**src/rtl/aes_keyexp_gen.sv**
```systemverilog
// AES key schedule generator: expands a 128/192/256-bit key one word per cycle
// and writes encrypt (and optionally decrypt) round keys to two RAM ports.
`timescale 1ns/1ps

module aes_sbox (
    input  logic [7:0] data_i,
    output logic [7:0] data_o
);

    function automatic logic [7:0] gfMul(input logic [7:0] a, input logic [7:0] b);
        logic [7:0] acc;
        logic [7:0] x;
        acc = 8'h00;
        x   = a;
        for (int k = 0; k < 8; k++) begin
            if (b[k]) acc = acc ^ x;
            x = {x[6:0], 1'b0} ^ (x[7] ? 8'h1b : 8'h00);
        end
        return acc;
    endfunction

    logic [7:0] pw;
    logic [7:0] inv;

    // Multiplicative inverse as a^254, then the affine transform.
    always_comb begin
        pw  = data_i;
        inv = 8'h01;
        for (int k = 1; k < 8; k++) begin
            pw  = gfMul(pw, pw);
            inv = gfMul(inv, pw);
        end
        data_o = inv ^ {inv[6:0], inv[7]} ^ {inv[5:0], inv[7:6]}
                     ^ {inv[4:0], inv[7:5]} ^ {inv[3:0], inv[7:4]} ^ 8'h63;
    end

endmodule

module aes_keyexp_gen #(
    parameter int RAM_AW = 4,
    parameter int DEC_EN = 1
) (
    input  logic              iClk,
    input  logic              iRst_n,
    input  logic              iStart,
    input  logic [1:0]        iKeyLength,
    input  logic [255:0]      iKey,
    output logic              oBusy,
    output logic              oDone,
    output logic              oErr,
    output logic [3:0]        oNr,
    output logic [RAM_AW-1:0] oRAM_Ke_addr,
    output logic              oRAM_Ke_we,
    output logic [127:0]      oRAM_Ke_data,
    output logic [RAM_AW-1:0] oRAM_Kd_addr,
    output logic              oRAM_Kd_we,
    output logic [127:0]      oRAM_Kd_data
);

    typedef enum logic [1:0] {IDLE, EXPAND, FLUSH, ERR} state_t;

    state_t state_q, state_d;

    logic [255:0]      keyShift_q;
    logic [31:0]       hist_q [8];
    logic [95:0]       rkAcc_q;
    logic [5:0]        wIdx_q;
    logic [5:0]        lastIdx_q;
    logic [3:0]        modCnt_q;
    logic [3:0]        nk_q;
    logic [3:0]        nr_q;
    logic [7:0]        rcon_q;
    logic              keWe_q, kdWe_q;
    logic [RAM_AW-1:0] keAddr_q, kdAddr_q;
    logic [127:0]      keData_q, kdData_q;

    logic [3:0]   nkNew, nrNew;
    logic         startLegal, keyPhase, useRcon;
    logic [31:0]  prevWord, oldWord, sbIn, sbOut, temp, wNew;
    logic [127:0] rkFull, kdRound;

    function automatic logic [7:0] xtime(input logic [7:0] b);
        return {b[6:0], 1'b0} ^ (b[7] ? 8'h1b : 8'h00);
    endfunction

    function automatic logic [7:0] mul9(input logic [7:0] b);
        return xtime(xtime(xtime(b))) ^ b;
    endfunction

    function automatic logic [7:0] mulB(input logic [7:0] b);
        return xtime(xtime(xtime(b))) ^ xtime(b) ^ b;
    endfunction

    function automatic logic [7:0] mulD(input logic [7:0] b);
        return xtime(xtime(xtime(b))) ^ xtime(xtime(b)) ^ b;
    endfunction

    function automatic logic [7:0] mulE(input logic [7:0] b);
        return xtime(xtime(xtime(b))) ^ xtime(xtime(b)) ^ xtime(b);
    endfunction

    function automatic logic [7:0] invMixByte(input logic [7:0] a0, input logic [7:0] a1,
                                              input logic [7:0] a2, input logic [7:0] a3);
        return mulE(a0) ^ mulB(a1) ^ mulD(a2) ^ mul9(a3);
    endfunction

    function automatic logic [31:0] invMixWord(input logic [31:0] w);
        return {invMixByte(w[31:24], w[23:16], w[15:8],  w[7:0]),
                invMixByte(w[23:16], w[15:8],  w[7:0],   w[31:24]),
                invMixByte(w[15:8],  w[7:0],   w[31:24], w[23:16]),
                invMixByte(w[7:0],   w[31:24], w[23:16], w[15:8])};
    endfunction

    always_ff @(posedge iClk) begin
        if (!iRst_n) state_q <= IDLE;
        else         state_q <= state_d;
    end

    always_comb begin
        state_d = state_q;
        case (state_q)
            IDLE:    if (iStart) state_d = (iKeyLength == 2'd3) ? ERR : EXPAND;
            EXPAND:  if (wIdx_q == lastIdx_q) state_d = FLUSH;
            FLUSH:   state_d = IDLE;
            default: state_d = IDLE;
        endcase
    end

    always_comb begin
        oBusy = (state_q == EXPAND) || (state_q == FLUSH);
        oDone = (state_q == FLUSH);
        oErr  = (state_q == ERR);
    end

    always_comb begin
        case (iKeyLength)
            2'd0:    begin nkNew = 4'd4; nrNew = 4'd10; end
            2'd1:    begin nkNew = 4'd6; nrNew = 4'd12; end
            default: begin nkNew = 4'd8; nrNew = 4'd14; end
        endcase
    end

    assign startLegal = (state_q == IDLE) && iStart && (iKeyLength != 2'd3);
    assign keyPhase   = wIdx_q < {2'b00, nk_q};
    assign useRcon    = (modCnt_q == 4'd0) && !keyPhase;
    assign prevWord   = hist_q[0];
    assign oldWord    = hist_q[3'(nk_q - 4'd1)];
    assign sbIn       = (modCnt_q == 4'd0) ? {prevWord[23:0], prevWord[31:24]} : prevWord;

    aes_sbox uSbox0 (.data_i(sbIn[31:24]), .data_o(sbOut[31:24]));
    aes_sbox uSbox1 (.data_i(sbIn[23:16]), .data_o(sbOut[23:16]));
    aes_sbox uSbox2 (.data_i(sbIn[15:8]),  .data_o(sbOut[15:8]));
    aes_sbox uSbox3 (.data_i(sbIn[7:0]),   .data_o(sbOut[7:0]));

    // Middle decrypt round keys go through InvMixColumns; first and last stay raw.
    always_comb begin
        if (modCnt_q == 4'd0)
            temp = sbOut ^ {rcon_q, 24'h000000};
        else if ((nk_q == 4'd8) && (modCnt_q == 4'd4))
            temp = sbOut;
        else
            temp = prevWord;
        wNew   = keyPhase ? keyShift_q[255:224] : (oldWord ^ temp);
        rkFull = {rkAcc_q, wNew};
        if ((wIdx_q[5:2] == 4'd0) || (wIdx_q[5:2] == nr_q))
            kdRound = rkFull;
        else
            kdRound = {invMixWord(rkFull[127:96]), invMixWord(rkFull[95:64]),
                       invMixWord(rkFull[63:32]),  invMixWord(rkFull[31:0])};
    end

    always_ff @(posedge iClk) begin
        if (!iRst_n) begin
            keyShift_q <= '0;
            for (int j = 0; j < 8; j++) hist_q[j] <= '0;
            rkAcc_q    <= '0;
            wIdx_q     <= '0;
            lastIdx_q  <= '0;
            modCnt_q   <= '0;
            nk_q       <= '0;
            nr_q       <= '0;
            rcon_q     <= '0;
            keWe_q     <= 1'b0;
            kdWe_q     <= 1'b0;
            keAddr_q   <= '0;
            kdAddr_q   <= '0;
            keData_q   <= '0;
            kdData_q   <= '0;
        end else begin
            keWe_q <= 1'b0;
            kdWe_q <= 1'b0;
            if (startLegal) begin
                keyShift_q <= iKey;
                wIdx_q     <= '0;
                modCnt_q   <= '0;
                rcon_q     <= 8'h01;
                nk_q       <= nkNew;
                nr_q       <= nrNew;
                lastIdx_q  <= {nrNew, 2'b11};
            end else if (state_q == EXPAND) begin
                keyShift_q <= {keyShift_q[223:0], 32'h0};
                hist_q[0]  <= wNew;
                for (int j = 1; j < 8; j++) hist_q[j] <= hist_q[j-1];
                rkAcc_q    <= {rkAcc_q[63:0], wNew};
                wIdx_q     <= wIdx_q + 6'd1;
                modCnt_q   <= (modCnt_q == nk_q - 4'd1) ? 4'd0 : modCnt_q + 4'd1;
                if (useRcon) rcon_q <= xtime(rcon_q);
                if (wIdx_q[1:0] == 2'b11) begin
                    keWe_q   <= 1'b1;
                    keAddr_q <= RAM_AW'(wIdx_q[5:2]);
                    keData_q <= rkFull;
                    kdWe_q   <= (DEC_EN != 0);
                    kdAddr_q <= RAM_AW'(nr_q - wIdx_q[5:2]);
                    kdData_q <= kdRound;
                end
            end
        end
    end

    assign oNr          = nr_q;
    assign oRAM_Ke_addr = keAddr_q;
    assign oRAM_Ke_we   = keWe_q;
    assign oRAM_Ke_data = keData_q;
    assign oRAM_Kd_addr = kdAddr_q;
    assign oRAM_Kd_we   = kdWe_q;
    assign oRAM_Kd_data = kdData_q;

endmodule

```
**config.mk**
```make
export PLATFORM = sky130hd
export DESIGN_NAME = aes_keyexp_gen
export DESIGN_NICKNAME = d
export VERILOG_FILES = /design/src/rtl/aes_keyexp_gen.sv
export SDC_FILE = /design/constraint.sdc
export NUM_CORES = 2
export LEC_CHECK = 0
export BUFFER_PORTS_ARGS = -buffer_cell sky130_fd_sc_hd__buf_2
export CAP_MARGIN = 40
export CORE_ASPECT_RATIO = 0.75
export CORE_MARGIN = 2
export CORE_UTILIZATION = 65
export CTS_CLUSTER_SIZE = 12
export DETAILED_ROUTE_END_ITERATION = 8
export PLACE_DENSITY_LB_ADDON = 0.08
export SLEW_MARGIN = 25
export SYNTH_ARGS = -nofsm -noshare
export SYNTH_HDL_FRONTEND = slang
export SYNTH_SLANG_ARGS = --single-unit
```
**constraint.sdc**
```tcl
create_clock -name iClk -period 22.4 [get_ports iClk]
set_input_delay 1.12 -clock iClk [delete_from_list [all_inputs] [get_ports iClk]]
set_output_delay 1.12 -clock iClk [all_outputs]
set_load 0.02 [all_outputs]
```
==> results.toml <==
[synth]
syn_inst = 13300
async_flop_share = 0
synth.yosys.seq_area_share = 0.187
avgSynthCellArea_um2 = 8.24
synth_edf_count = 256
yosysMostFrequentCell = "xnor2_1"
synth.area.top_cells = "xnor2_1 (17%), dfxtp_1 (12%), xnor3_1 (8.4%)"
yosys-top-cells-count = "xnor2_1 (2109), nor2_1 (1728), nand2_1 (1405), clkbuf_1 (749), xor2_1 (664)"
yosysUniqueCellTypes = 146
ys.warnings.count = 0
synth_seq_cells = 898
syn_nets = 13600
synth_top_area_frac = 0.168
syn_area_um2 = 110000
synth.largest_area_cell = "xnor2_1"
yosys_most_used_dff = "dfxtp_1"

[setup_path]
slowest_delay_ns = 0.66
worstSetupPathType = "flop to flop"
slowest_stage = "o21ai_2"
cp_common_cell = "xnor3_1"
timing.critical_path.required_ns = 23.02
cp.arrival_ns = 22.23
cp_max_fo = 25
cp_top_family = "XOR/XNOR gates"
critPathBufInv = 6
startpoint_type = "flop"
crit_path_end_kind = "flop"

[timing]
fin_skew_ns = 0.0838
finalSetupViolations = 0
finalCritPeriodShare = 0.965
setup_ws_ns = 0.790
tightest_slew_ns = 1.04
slew_headroom = 0.308
max_freq_mhz = 46.3
hold_viol = 0
maxSlewViolCount = 0
post-route-min-period_ns = 21.61
finalSetupTns_ns = 0

[min_path]
hold_path_class = "flop to flop"

[global_routing]
track_usage = 0.419
grt_remaining_overflow = 0
grt_pass1_vias = 95700
grt_max_degree = 247
grt_pass1_wl_um = 578000
antenna_found_initial = 38

[clock_network]
cts_buffers = 93
clock_path_buffers = 3
cts_tree = "built"
h-tree-depth = 3
insertion_delay_ns = 0.73
cts_hold_buf = 0
clock_sinks = 898
clk_pin_slew_worst_paths_ns = 0.06
cts-root-buf = "clkbuf_16"

[die]
dieArea_um2 = 173000
start_util = 0.656
die_w_um = 479
core-area_um2 = 168000
die_y_um = 360
io_pins = 534
row_count = 130

[drt]
drt-pass1-iter-count = 7
postRouteWirelength_um = 381000
via_count = 104000
detail_route.wl_per_cell_um = 24.2
drt_iter0_drc = 16500
drc = 0
drtAntennaViolNets = 0
vias_per_cell = 6.64

[final_layout]
drive_above_1_share = 0.129
nets = 13700
syn_to_final_growth_pct = 7.85
finalNonFillerCells = 15700
num-fill-cells = 13200

[placement]
port_buffers = 532
place_hpwl_um = 280000
dp.cells = 15500
post-place-ws_ns = -0.307
place_congestion = 1.05

[job]
drv_cap = 0

[run_status]
status = "complete, no violations"
state kept, by name (all words and copies together) (netlist names), 4 cells and up:
| signal | count |
|---|---|
| hist_q | 256 |
| oRAM_Ke_data | 128 |
| oRAM_Ke_addr | 4 |
| modCnt_q | 4 |
| oRAM_Kd_data | 128 |
| rcon_q | 8 |
| wIdx_q | 6 |
| rkAcc_q | 96 |
| keyShift_q | 256 |
through the flow:
stage	hold slack (ns)	instance area, um^2	util
3_3_place_gp	0.438	114000	0.682
6_report	0.449	119000	0.707
2_1_floorplan	0.459	110000	-
5_1_grt	0.464	119000	0.707
4_1_cts	0.445	118000	0.703
3_5_place_dp	0.438	115000	0.686
routing by layer:
| metal | share of wire | global-route usage |
|---|---|---|
| met2 | 0.42 | 0.610 |
| met4 | 0.041 | 0.152 |
| met1 | 0.40 | 0.600 |
| met5 | 0.00054 | 0 |
| met3 | 0.13 | 0.103 |
logic make-up after synthesis:
kind of cell               count (synthesis)  synth area share
other                                      1         0.0000341
xor gates and xnor gates                3472             0.358
and+or+nand+nor                         4391             0.175
buffers and inverters                   1195            0.0451
adders and majority gates                 46           0.00526
muxes                                    687            0.0681
DFF                                      898             0.187
AOI/OAI and AO/OA                       2652             0.162
worst register-to-register path: cells and delay by family, from the launching register on:
family,cells,cell delay [ns]
compound gates,18,5.47
xor+xnor,22,7.12
simple gates,17,4.41
mux,5,1.28
flops,1,0.36
fa+ha+maj,4,1.87
buf+inv,6,1.01
area by class of cell:
class | instances | area, um^2 | area share
multi-input combinational | 11200 | 85300 | 0.719
sequential | 898 | 20500 | 0.173
timing repair buffer | 990 | 6420 | 0.0542
tap | 2244 | 2810 | 0.0237
clock buffer | 145 | 2710 | 0.0228
inverter | 148 | 573 | 0.00483
clock inverter | 17 | 203 | 0.00171
antenna | 22 | 55.1 | 0.000464
cells in the final DEF, fill, tap and decap left out, types with 51 or more instances in the layout:
master,n
a21oi_1,661
xnor2_1,2042
mux2i_1,576
a32oi_1,55
o22ai_1,120
a21o_1,63
nor2b_1,51
and2_1,137
dfxtp_1,641
nor3_1,258
a31oi_1,100
nand3_1,268
buf_4,389
a211oi_1,328
mux2_2,54
nor2_1,1723
a311oi_1,99
buf_2,551
xnor2_2,193
nand2_1,1402
o21ai_1,103
xnor3_1,403
xor2_1,654
inv_1,112
clkbuf_16,96
o21ai_0,400
o211ai_1,106
a22oi_1,69
edfxtp_1,256
or3_1,62
nand2b_1,56
and3_1,196
final timing paths:
kind	from	to	slack [ns]	cells past startpoint
setup reg to reg	modCnt_q[0]$_SDFFE_PP0P_	oRAM_Kd_data[27]$_SDFFE_PN0P_	0.79	72
hold reg to reg	oRAM_Ke_data[68]$_SDFFE_PN0P_	oRAM_Ke_data[68]$_SDFFE_PN0P_	0.45	2
hold / removal	oRAM_Ke_data[68]$_SDFFE_PN0P_	oRAM_Ke_data[68]$_SDFFE_PN0P_	0.45	2
setup / recovery	modCnt_q[0]$_SDFFE_PP0P_	oRAM_Kd_data[27]$_SDFFE_PN0P_	0.79	72
timing repair:
| item | 4_1_cts | 5_1_grt |
|---|---|---|
| gates resized for setup | 7 | 49 |
| pin swaps | 0 | 1 |
| buffers inserted | 0 | 4 |
| setup endpoints to repair | 4 | 38 |
| hold endpoints to repair | 0 | 0 |
Power is left out: the tool's default activity adds up to more than one toggle a clock period on the data nets, which glitch-free logic cannot reach.
